**config.mk**
```make
export PLATFORM = sky130hd
export DESIGN_NAME = pipe_hazard_ctrl
export DESIGN_NICKNAME = d
export VERILOG_FILES = /design/src/rtl/pipe_hazard_ctrl.sv
export SDC_FILE = /design/constraint.sdc
export NUM_CORES = 1
export LEC_CHECK = 0
export ABC_AREA = 1
export BUFFER_PORTS_ARGS = -buffer_cell sky130_fd_sc_hd__buf_2
export CAP_MARGIN = 15
export CORE_MARGIN = 5
export CORE_UTILIZATION = 55
export CTS_CLUSTER_SIZE = 40
export DETAILED_ROUTE_END_ITERATION = 10
export PLACE_DENSITY = 0.77
export SYNTH_ARGS = -nofsm -noshare
export SYNTH_HDL_FRONTEND = slang
export SYNTH_SLANG_ARGS = --single-unit
export TNS_END_PERCENT = 10
```
**constraint.sdc**
```tcl
create_clock -name clk -period 2.3 [get_ports clk]
set_input_delay 0.345 -clock clk [delete_from_list [all_inputs] [get_ports clk]]
set_output_delay 0.345 -clock clk [all_outputs]
set_load 0.05 [all_outputs]
```
**src/rtl/pipe_hazard_ctrl.sv**
```systemverilog
// Issue/stall controller for the IF/ID/EX-WB pipeline.
// Scoreboard of pending writebacks, bubble injection, flush drain, hang detect.
module pipe_hazard_ctrl #(
  parameter int NREG      = 16,
  parameter int BYPASS    = 1,
  parameter int FLUSH_CYC = 2,
  parameter int MAX_STALL = 15,
  localparam int RW       = $clog2(NREG)
) (
  input  logic            clk,
  input  logic            rst,
  input  logic            id_valid,
  input  logic [1:0]      id_opcode,
  input  logic [RW-1:0]   id_rs1,
  input  logic [RW-1:0]   id_rs2,
  input  logic [RW-1:0]   id_rd,
  input  logic            wb_we,
  input  logic [RW-1:0]   wb_rd,
  input  logic            flush,
  output logic            stall,
  output logic            ex_bubble,
  output logic            issue,
  output logic [NREG-1:0] busy_vec,
  output logic [15:0]     stall_cnt,
  output logic            hang_err
);

  localparam logic [1:0] S_INIT  = 2'd0;
  localparam logic [1:0] S_RUN   = 2'd1;
  localparam logic [1:0] S_STALL = 2'd2;
  localparam logic [1:0] S_FLUSH = 2'd3;

  localparam logic [NREG-1:0] ONE = {{(NREG-1){1'b0}}, 1'b1};

  logic [1:0]      state, state_nxt;
  logic [7:0]      fcnt, fcnt_nxt;
  logic [7:0]      run_cnt;
  logic [NREG-1:0] busy_nxt, busy_eff;
  logic [NREG-1:0] wb_hot, id_hot;
  logic            src_busy, waw, hazard;
  logic            active, cnt_stall;

  assign wb_hot = wb_we ? (ONE << wb_rd) : '0;
  assign id_hot = ONE << id_rd;

  // A same-cycle commit releases the dependent only when bypass is on.
  assign busy_eff = (BYPASS != 0) ? (busy_vec & ~wb_hot) : busy_vec;

  assign src_busy = ~id_opcode[1] &
                    (busy_eff[id_rs1] | busy_eff[id_rs2]);
  assign waw      = busy_eff[id_rd];
  assign hazard   = id_valid & (id_opcode != 2'b11) &
                    (src_busy | waw);

  assign active    = (state == S_RUN) | (state == S_STALL);
  assign cnt_stall = stall & active;

  always_comb begin
    stall     = 1'b0;
    ex_bubble = 1'b1;
    issue     = 1'b0;
    if (rst || state == S_INIT) begin
      stall = 1'b1;
    end else if (flush || state == S_FLUSH) begin
      stall = 1'b0;
    end else if (hazard) begin
      stall = 1'b1;
    end else begin
      issue     = id_valid;
      ex_bubble = ~id_valid;
    end
  end

  always_comb begin
    state_nxt = state;
    fcnt_nxt  = 8'd0;
    if (flush) begin
      state_nxt = S_FLUSH;
    end else begin
      unique case (state)
        S_INIT:  state_nxt = S_RUN;
        S_RUN,
        S_STALL: state_nxt = hazard ? S_STALL : S_RUN;
        S_FLUSH: begin
          if (fcnt == 8'(FLUSH_CYC - 1)) begin
            state_nxt = S_RUN;
          end else begin
            fcnt_nxt = fcnt + 8'd1;
          end
        end
        default: state_nxt = S_INIT;
      endcase
    end
  end

  // Commit clears first, issue sets last, so a same-reg pair stays busy.
  always_comb begin
    busy_nxt = (busy_vec & ~wb_hot);
    if (issue && id_opcode != 2'b11) begin
      busy_nxt = busy_nxt | id_hot;
    end
    if (flush || state == S_FLUSH) begin
      busy_nxt = '0;
    end
  end

  always_ff @(posedge clk or posedge rst) begin
    if (rst) begin
      state     <= S_INIT;
      fcnt      <= 8'd0;
      busy_vec  <= '0;
      stall_cnt <= 16'd0;
      run_cnt   <= 8'd0;
      hang_err  <= 1'b0;
    end else begin
      state    <= state_nxt;
      fcnt     <= fcnt_nxt;
      busy_vec <= busy_nxt;
      if (cnt_stall && stall_cnt != 16'hFFFF) begin
        stall_cnt <= stall_cnt + 16'd1;
      end
      if (cnt_stall) begin
        if (run_cnt != 8'hFF) begin
          run_cnt <= run_cnt + 8'd1;
        end
        if ({1'b0, run_cnt} + 9'd1 >= 9'(MAX_STALL)) begin
          hang_err <= 1'b1;
        end
      end else begin
        run_cnt <= 8'd0;
      end
    end
  end

endmodule
```
# After elaboration in Yosys (flattened, before gate mapping)
# Index checks and enable logic that the tools add are counted.
[op_classes]
add_sub_neg = 4
n_mul = 0
n_div = 0
n_lt_le_gt_ge = 4
n_eq_ne = 9
n_shift = 2
n_mux = 27
bitwise = 12
reduce_logical = 7
[ops]
columns = ["operator", "count"]
rows = [
  ["two-way mux 16 bit", 3],
  ["two-way mux 8 bit", 5],
  ["left shift 1 x 4 -> 16 bit (first input constant)", 2],
  ["adder 16 x 1 -> 16 bit (second input constant)", 1],
  ["adder 8 x 1 -> 8 bit (second input constant)", 2],
  ["bitwise AND 16 bit", 1],
  ["inequality test 16 bit (second input constant)", 1],
  ["inverter 16 bit", 1],
  ["OR 16 bit", 1],
  ["less-than comparator 4 x 5 -> 1 bit (second input constant)", 3],
  ["binary-select mux 1 bit (select 4 bit)", 3],
  ["two-way mux 1 bit", 12],
  ["adder 8 x 1 -> 9 bit (second input constant)", 1],
  [">= comparator 9 x 4 -> 1 bit (second input constant)", 1],
  ["equality test 8 x 1 -> 1 bit (second input constant)", 1],
  ["inequality test 8 bit (second input constant)", 1],
  ["two-way mux 2 bit", 3],
  ["one-hot mux 2 bit (3 select lines)", 1],
  ["bitwise AND 1 bit", 4],
  ["equality test 2 bit (second input constant)", 2],
  ["inequality test 3 x 2 -> 1 bit (second input constant)", 1],
  ["OR 1 bit", 3],
  ["equality test 2 x 1 -> 1 bit (second input constant)", 1],
  ["logical AND 1 bit", 2],
  ["other kinds (7)", 9],
]
[totals]
regBits = 51
latch_bits = 0
mem_bits_rw = 0
romBits = 0
input_bits = 23
out_inout_bits = 36
elab_cells = 71
memories = 0

# Depth between registers and ports, before layout
# Gate-level depths: netlist (run 1).
[depth]
depth_word = 16
mapped_depth = 20
ltp_nobuf = 18

# Least setup slack after synthesis (run 1)
# No wires, ideal clock.
[synth_timing]
path_kind = "register -> output"
startpoint = "reg state[0]"
endpoint = "out issue"
arrival_time_ns = 2.451
required_time_ns = 1.955
setup_slack_ns = -0.496
path_stages_with_launch = 8
n_path_buf = 1
path_cell_list = "dfrtp_1 -> ha_1 -> nor2_1 -> clkinv_1 -> nor4_2 -> clkbuf_1 -> nand2_1 -> inv_1"
[synth_via]
elab_chain_len = 4
elab_cells_between_ends = 6
cone_classes = "eq/ne (1); mux (2); reduce/logical (3)"
[synth_rtl]
columns = ["item", "line", "source"]
rows = [
  ["start, declared", "35", "logic [1:0] state, state_nxt;"],
  ["start signal, assigned", "116", "state <= state_nxt;"],
  ["equality test 2 bit", "64", "end else if (flush || state == S_FLUSH) begin"],
  ["logical OR 1 bit", "64", ""],
  ["two-way mux 1 bit", "64", ""],
  ["two-way mux 1 bit *", "62", "if (rst || state == S_INIT) begin"],
  ["end, declared", "22", "output logic issue,"],
]
# Every way passes the cells marked *; elsewhere a longest branch is shown, timed or not.

# Final worst setup path (run 1)
[layout_timing]
startpoint = "in wb_rd[0]"
endpoint = "out issue"
[layout_via]
elab_chain_len = 13
elab_cells_between_ends = 17
cone_classes = "shift (1); mux (10); bitwise (6)"
[layout_rtl]
columns = ["item", "line", "source"]
rows = [
  ["start, declared", "18", "input logic [RW-1:0] wb_rd,"],
  ["left shift 1 x 4 -> 16 bit *", "43", "assign wb_hot = wb_we ? (ONE << wb_rd) : '0;"],
  ["two-way mux 16 bit *", "43", ""],
  ["inverter 16 bit *", "47", "assign busy_eff = (BYPASS != 0) ? (busy_vec & ~wb_hot) : busy_vec;"],
  ["bitwise AND 16 bit *", "47", ""],
  ["binary-select mux 1 bit (select 4 bit)", "50", "(busy_eff[id_rs1] | busy_eff[id_rs2]);"],
  ["two-way mux 1 bit (not written as such)", "50", ""],
  ["OR 1 bit", "50", ""],
  ["bitwise AND 1 bit", "49", "assign src_busy = ~id_opcode[1] &"],
  ["OR 1 bit *", "53", "(src_busy | waw);"],
  ["bitwise AND 1 bit *", "52", "assign hazard = id_valid & (id_opcode != 2'b11) &"],
  ["two-way mux 1 bit *", "66", "end else if (hazard) begin"],
  ["two-way mux 1 bit *", "64", ""],
  ["two-way mux 1 bit *", "62", ""],
]
# Every way passes the cells marked *; elsewhere a longest branch is shown, timed or not. The select of a mux whose other input is x is not followed.

==> results of run 1 <==
==> registers in the layout, summed over array words and instances, names as in the netlist <==
register	count
fcnt	8
busy_vec	16
hang_err	1
stall_cnt	16
run_cnt	8
state	2
==> power by group <==
group          total, uW  switching (uW)  internal (uW)
sequential          1050            84.4            969
clock                653             323            330
combinational        943             670            274
==> synth_stat cells, drive strengths merged <==
master	count	area [um2]
a21oi	25	125
and2	1	6.26
and3	2	12.5
buf	7	52.5
clkbuf	7	26.3
clkinv	3	11.3
dfrtp	51	1280
ha	7	87.6
inv	46	173
nand2	122	473
nand3	70	368
nand4	39	244
nor2	36	138
nor3	24	120
nor3b	3	22.5
nor4	5	37.5
o211a	1	10.0
o211ai	1	7.51
o21a	1	7.51
o21ai	6	30.0
o21bai	1	7.51
o22ai	3	18.8
xnor2	12	105
xor2	9	78.8
==> per-stage QoR <==
| stage | std cells | utilization | setup TNS, ns | setup slack [ns] |
|---|---|---|---|---|
| after floorplan | 482 | - | 0 | 0.0346 |
| after global placement | 631 | 0.669 | -0.454 | -0.139 |
| after detailed placement | 631 | 0.669 | -0.976 | -0.175 |
| after CTS | 639 | 0.692 | 0 | 0.00809 |
| final | 643 | 0.722 | 0 | 0.00135 |
| after global routing | 643 | 0.722 | -0.223 | -0.105 |
==> cell type report <==
type	count	area, um2	area share
timing repair buffer	92	579	0.134
clock buffer	5	68.8	0.0159
sequential	51	1290	0.297
tap	75	93.8	0.0217
multi-input combinational	368	2060	0.475
clock inverter	3	47.5	0.0110
inverter	49	195	0.0451
==> cell usage in the layout, fill, tap and decap left out, types with 2 or more instances in the layout <==
cell type / n
buf_2: 52
nand2_2: 13
xnor2_1: 12
dfrtp_1: 43
inv_1: 40
nand2_1: 105
a21oi_1: 25
inv_2: 2
dfrtp_2: 8
clkinv_1: 3
inv_4: 3
nor3b_1: 3
nor2_1: 30
buf_6: 3
o21ai_0: 4
nand3_4: 2
o22ai_1: 3
buf_4: 36
xor2_1: 9
nand2_4: 3
nand3_1: 60
nand3_2: 8
nand4_1: 39
nor4_1: 4
and3_1: 2
nor3_1: 24
o21ai_2: 2
ha_1: 7
clkbuf_8: 5
nor2_4: 5
==> logic make-up (layout without fill, tap and decap cells) <==
kind of cell / after synthesis / count (layout) / synth area share
adders and majority gates: 7 / 7 / 0.0255
AOI/OAI and AO/OA: 38 / 38 / 0.0600
DFF: 51 / 51 / 0.371
buffers and inverters: 63 / 149 / 0.0764
xor gates and xnor gates: 21 / 21 / 0.0535
and+or+nand+nor: 302 / 302 / 0.413
==> repair_timing <==
item                                    in CTS  in global routing
endpoints found under the hold margin        0                  0
gates resized for setup                      7                 48
pin swaps                                    0                 14
buffers inserted                             0                  4
endpoints found under the setup margin       3                  3
==> layer usage <==
metal  track usage  vias to the layer above  share of wire
met5             0                        -              0
met4        0.0731                        0          0.019
met3        0.0332                       29          0.077
met2         0.401                      170           0.45
met1         0.362                     1743           0.45
li1              -                     1807              -
==> worst min path at each step <==
stage / to / slack [ns] / cells after the start
after floorplan: fcnt[0] / 0.46 / 1
after global placement: hang_err / 0.46 / 1
after detailed placement: hang_err / 0.47 / 1
after CTS: stall_cnt[8] / 0.26 / 3
after global routing: stall_cnt[8] / 0.31 / 3
final: stall_cnt[7] / 0.24 / 3
==> tightest hold or removal path, stage by stage <==
cell,delay (ns)
buf_2,0.13
inv_2,0.04
buf_4,0.52
==> impl_metrics.json, run 1 <==
{
  "run_status": "complete, no violations",
  "first_iter_violations": 351,
  "finalCriticalPeriod_ns": 2.30,
  "slowest_stage": "o21ai_2",
  "wirelength_um": 9680,
  "cap_violations": 0,
  "antenna_found_initial": 0,
  "crit_required_ns": 1.96,
  "synth_cell_type_count": 34,
  "rsz0062_at_grt": "yes",
  "design_area_um2": 4330,
  "crit_type": "primary input to output pin",
  "cts.sinks": 51,
  "r2r-start": "stall_cnt[0]",
  "slowest_delay_ns": 0.20,
  "numCtsBuffers": 5,
  "dieArea_um2": 7930,
  "ios": 59,
  "clk_pin_slew_ns": 0.11,
  "yosysWarnings": 0,
  "h-tree-depth": 2,
  "reg2reg_slack_ns": 0.25,
  "vdd_drop_max_v": 0.000427,
  "worstMarginPinSlew_ns": 0.643,
  "fp.dieW_um": 89.1,
  "endpoint_kind": "output pin",
  "rows": 28,
  "track_usage": 0.252,
  "gp_congestion": 1.00,
  "cp.depth": 16,
  "clock_latency_ns": 0.31,
  "cts_tree": "done",
  "grt_max_degree": 52,
  "timing.rr.end": "stall_cnt[2]",
  "initial_utilization": 0.574,
  "reg2regPathDepth": 9,
  "antennaDiodeCount": 0,
  "avgSynthCellArea_um2": 7.13,
  "io_buffer_count": 58,
  "fmax_mhz": 435,
  "hold_ws_ns": 0.238,
  "p_leak_uw": 0.00207,
  "ant_nets": 0,
  "crit_arrival_ns": 1.95,
  "setup_violations": 0,
  "clockBufferDepth": 2,
  "syn_nets": 512,
  "grt-ovfl-total": 0,
  "critPathBufInv": 5,
  "crit_path_end": "issue",
  "hpwl_um": 7130,
  "firstDrtPassIters": 6,
  "drc_errors": 0,
  "yosysSeqAreaShare": 0.371,
  "ys_seq_elements": 51,
  "crit_path_start_kind": "primary input",
  "placed_area_um2": 4010,
  "cts-root-buf": "clkbuf_8",
  "syn_inst": 482,
  "syn_area_um2": 3440,
  "final_hold_viol_count": 0,
  "grt_pass1_wl_um": 15900,
  "layout.filler_cells": 502,
  "max-slew-margin-rel": 0.571,
  "routed_via_density": 5.83,
  "nets": 597,
  "path_max_fanout": 5,
  "crit_family": "simple AND/OR/NAND/NOR gates",
  "area_growth_pct": 25.9,
  "clock_skew_ns": 0.0135,
  "post-route-period-util": 0.999,
  "grt_pass1_vias": 3480,
  "cp_cell_sequence": "buf_4, inv_1, nand3_1, o21ai_2, buf_4, nor2_1, nor2_1, nand3_1, nand2_1, nand2_1, nand2_1, nand2_4, nand2_4, nand2_8, clkinvlp_4, buf_8",
  "min_path_type": "primary input to async pin",
  "p_per_area_nw_per_um2": 612,
  "ctsHoldBuffers": 0,
  "vias": 3749,
  "critPathLaunch": "wb_rd[0]",
  "crit_top_cell": "nand2_1",
  "drive_gt1_frac": 0.264,
  "coreArea_um2": 5990,
  "die_height_um": 89.1,
  "finalPower_uw": 2650,
  "slew_violations": 0,
  "routedWlPerCell_um": 15.0
}
No activity file was read; power rests on OpenSTA's default activity.
==> run 2, diff against run 1 <==
--- a/config.mk
+++ b/config.mk
@@ -12,7 +12,7 @@
 export CORE_UTILIZATION = 55
 export CTS_CLUSTER_SIZE = 40
 export DETAILED_ROUTE_END_ITERATION = 10
-export PLACE_DENSITY = 0.77
+export PLACE_DENSITY = 0.78
 export SYNTH_ARGS = -nofsm -noshare
 export SYNTH_HDL_FRONTEND = slang
 export SYNTH_SLANG_ARGS = --single-unit
==> run 2 against run 1 <==
Net effect:
- the flow now finishes with violations (setup timing)
- sequential cell count stayed put
- power is 2.2% lower
- sequential share of layout area is 0.87 points lower
- critical path type unchanged
- largest cell class unchanged
- largest power group unchanged
- highest routed layer unchanged
==> impl_metrics.json, run 2 (same netlist as run 1, synthesis figures left out) <==
{
  "run_status": "complete, but fails checks",
  "violations": "setup timing",
  "design_area_um2": 4460,
  "vdd_drop_max_v": 0.000481,
  "r2r-start": "busy_vec[10]",
  "layout.filler_cells": 479,
  "initial_utilization": 0.574,
  "multi_input_area_um2": 2090,
  "finalCriticalPeriod_ns": 2.35,
  "drc_errors": 0,
  "grt_max_degree": 33,
  "cts_tree": "done",
  "max-slew-margin-rel": 0.649,
  "track_usage": 0.261,
  "final_common_cell": "nand2_1",
  "gp_congestion": 1.03,
  "die_height_um": 89.1,
  "register_area_um2": 1290,
  "p_leak_uw": 0.00212,
  "clk_pin_slew_ns": 0.10,
  "cts.sinks": 51,
  "firstDrtPassIters": 5,
  "grt-ovfl-total": 0,
  "endpoint_kind": "output pin",
  "cap_violations": 0,
  "area_growth_pct": 29.7,
  "rsz0062_at_grt": "yes",
  "slew_violations": 0,
  "clockBufferDepth": 2,
  "layout_common_cells": "105 x nand2_1, 57 x nand3_1, 50 x buf_2",
  "drive_gt1_frac": 0.282,
  "dieArea_um2": 7930,
  "crit_type": "primary input to output pin",
  "setup_violations": 3,
  "grt_pass1_wl_um": 16400,
  "routed_via_density": 5.82,
  "fmax_mhz": 425,
  "clock_latency_ns": 0.31,
  "largestRegisters": "busy_vec: 16 flops, stall_cnt: 16 flops",
  "cts-root-buf": "clkbuf_8",
  "crit_arrival_ns": 2.01,
  "antennaDiodeCount": 0,
  "final_hold_viol_count": 0,
  "numCtsBuffers": 5,
  "first_iter_violations": 358,
  "wirelength_um": 10200,
  "antenna_found_initial": 0,
  "routedWlPerCell_um": 15.6,
  "grt_pass1_vias": 3499,
  "dp_cells": 639,
  "vias": 3808,
  "hpwl_um": 7540,
  "p_per_area_nw_per_um2": 581,
  "finalPower_uw": 2590,
  "instances_no_fill": 654,
  "ios": 59,
  "nets": 608,
  "post-route-period-util": 1.02,
  "crit_path_start_kind": "primary input",
  "critPathLaunch": "wb_rd[1]",
  "coreArea_um2": 5990,
  "fin_ws_ns": -0.0522,
  "finalSetupTns_ns": -0.113,
  "h-tree-depth": 2,
  "placed_area_um2": 4080,
  "min_path_type": "primary input to async pin",
  "path_max_fanout": 5,
  "clock_skew_ns": 0.00829,
  "io_buffer_count": 58,
  "fp.dieW_um": 89.1,
  "crit_required_ns": 1.96,
  "rows": 28,
  "ant_nets": 0,
  "worstMarginPinSlew_ns": 0.525
}
run 2: cell types whose count changed in the layout (fill, tap and decap cells not counted), moves of 2 or more:
| cell | previous run | this run |
|---|---|---|
| o21ai_1 | 0 | 2 |
| nand3_4 | 2 | 4 |
| buf_6 | 3 | 5 |
| buf_4 | 36 | 44 |
| o21ai_2 | 2 | 0 |
| buf_2 | 52 | 50 |
| nand3_1 | 60 | 57 |
run 2: power by group:
part / internal, uW / leakage (uW) / switching, uW
logic: 286 / 0.00139 / 684
registers: 969 / 0.000685 / 85.1
clock network: 246 / 0.0000474 / 320
run 2: critical path, stage by stage:
cell     delay (ns)
buf_6          0.11
inv_2          0.06
nor2_4         0.17
nand3_2        0.11
nand2_2        0.12
buf_4          0.11
o22ai_1        0.07
nor2_1         0.13
nand3_1        0.10
nand2_1        0.07
nand2_1        0.05
nand2_1        0.07
nand2_2        0.07
buf_6          0.13
nand3_4        0.05
nand2_4        0.07
buf_8          0.16
run 2: timing repair:
action,CTS,global route
gates resized for setup,11,55
endpoints found under the setup margin,3,26
setup buffers,1,6
endpoints found under the hold margin,0,0
hold buffers,0,0
pin swaps,0,18
run 2: per-stage QoR:
stage                     utilization  hold WS, ns  setup slack, ns
after floorplan                     -        0.461           0.0346
after global placement          0.681        0.410          -0.0738
after detailed placement        0.681        0.416           -0.127
after CTS                       0.704       0.0727          0.00330
after global routing            0.744       0.0964           -0.185
final                           0.744       0.0648          -0.0522
run 2: final timing paths:
kind / endpoint / cells after the start / slack (ns)
setup / recovery: stall / 17 / -0.05
hold / removal: state[0] / 2 / 0.06
setup reg to reg: stall_cnt[14] / 16 / 0.13
hold reg to reg: hang_err / 1 / 0.48
max in group asynchronous: busy_vec[4] / 3 / 1.71
min in group clk: state[1] / 3 / 0.29
run 2: area by class of cell:
| class | instances | area share |
|---|---|---|
| Clock buffer | 6 | 0.0185 |
| Clock inverter | 2 | 0.00365 |
| Inverter | 49 | 0.0438 |
| Multi-Input combinational cell | 368 | 0.469 |
| Sequential cell | 51 | 0.289 |
| Tap cell | 75 | 0.0210 |
| Timing Repair Buffer | 103 | 0.156 |
run 2: per-layer routing:
metal / track usage / share of wire / vias to the layer above / wire (um)
met4: 0.0934 / 0.028 / 0 / 289
met2: 0.402 / 0.46 / 209 / 4720
li1: - / - / 1832 / -
met3: 0.0507 / 0.087 / 32 / 892
met5: 0 / 0 / - / 0
met1: 0.368 / 0.42 / 1735 / 4300
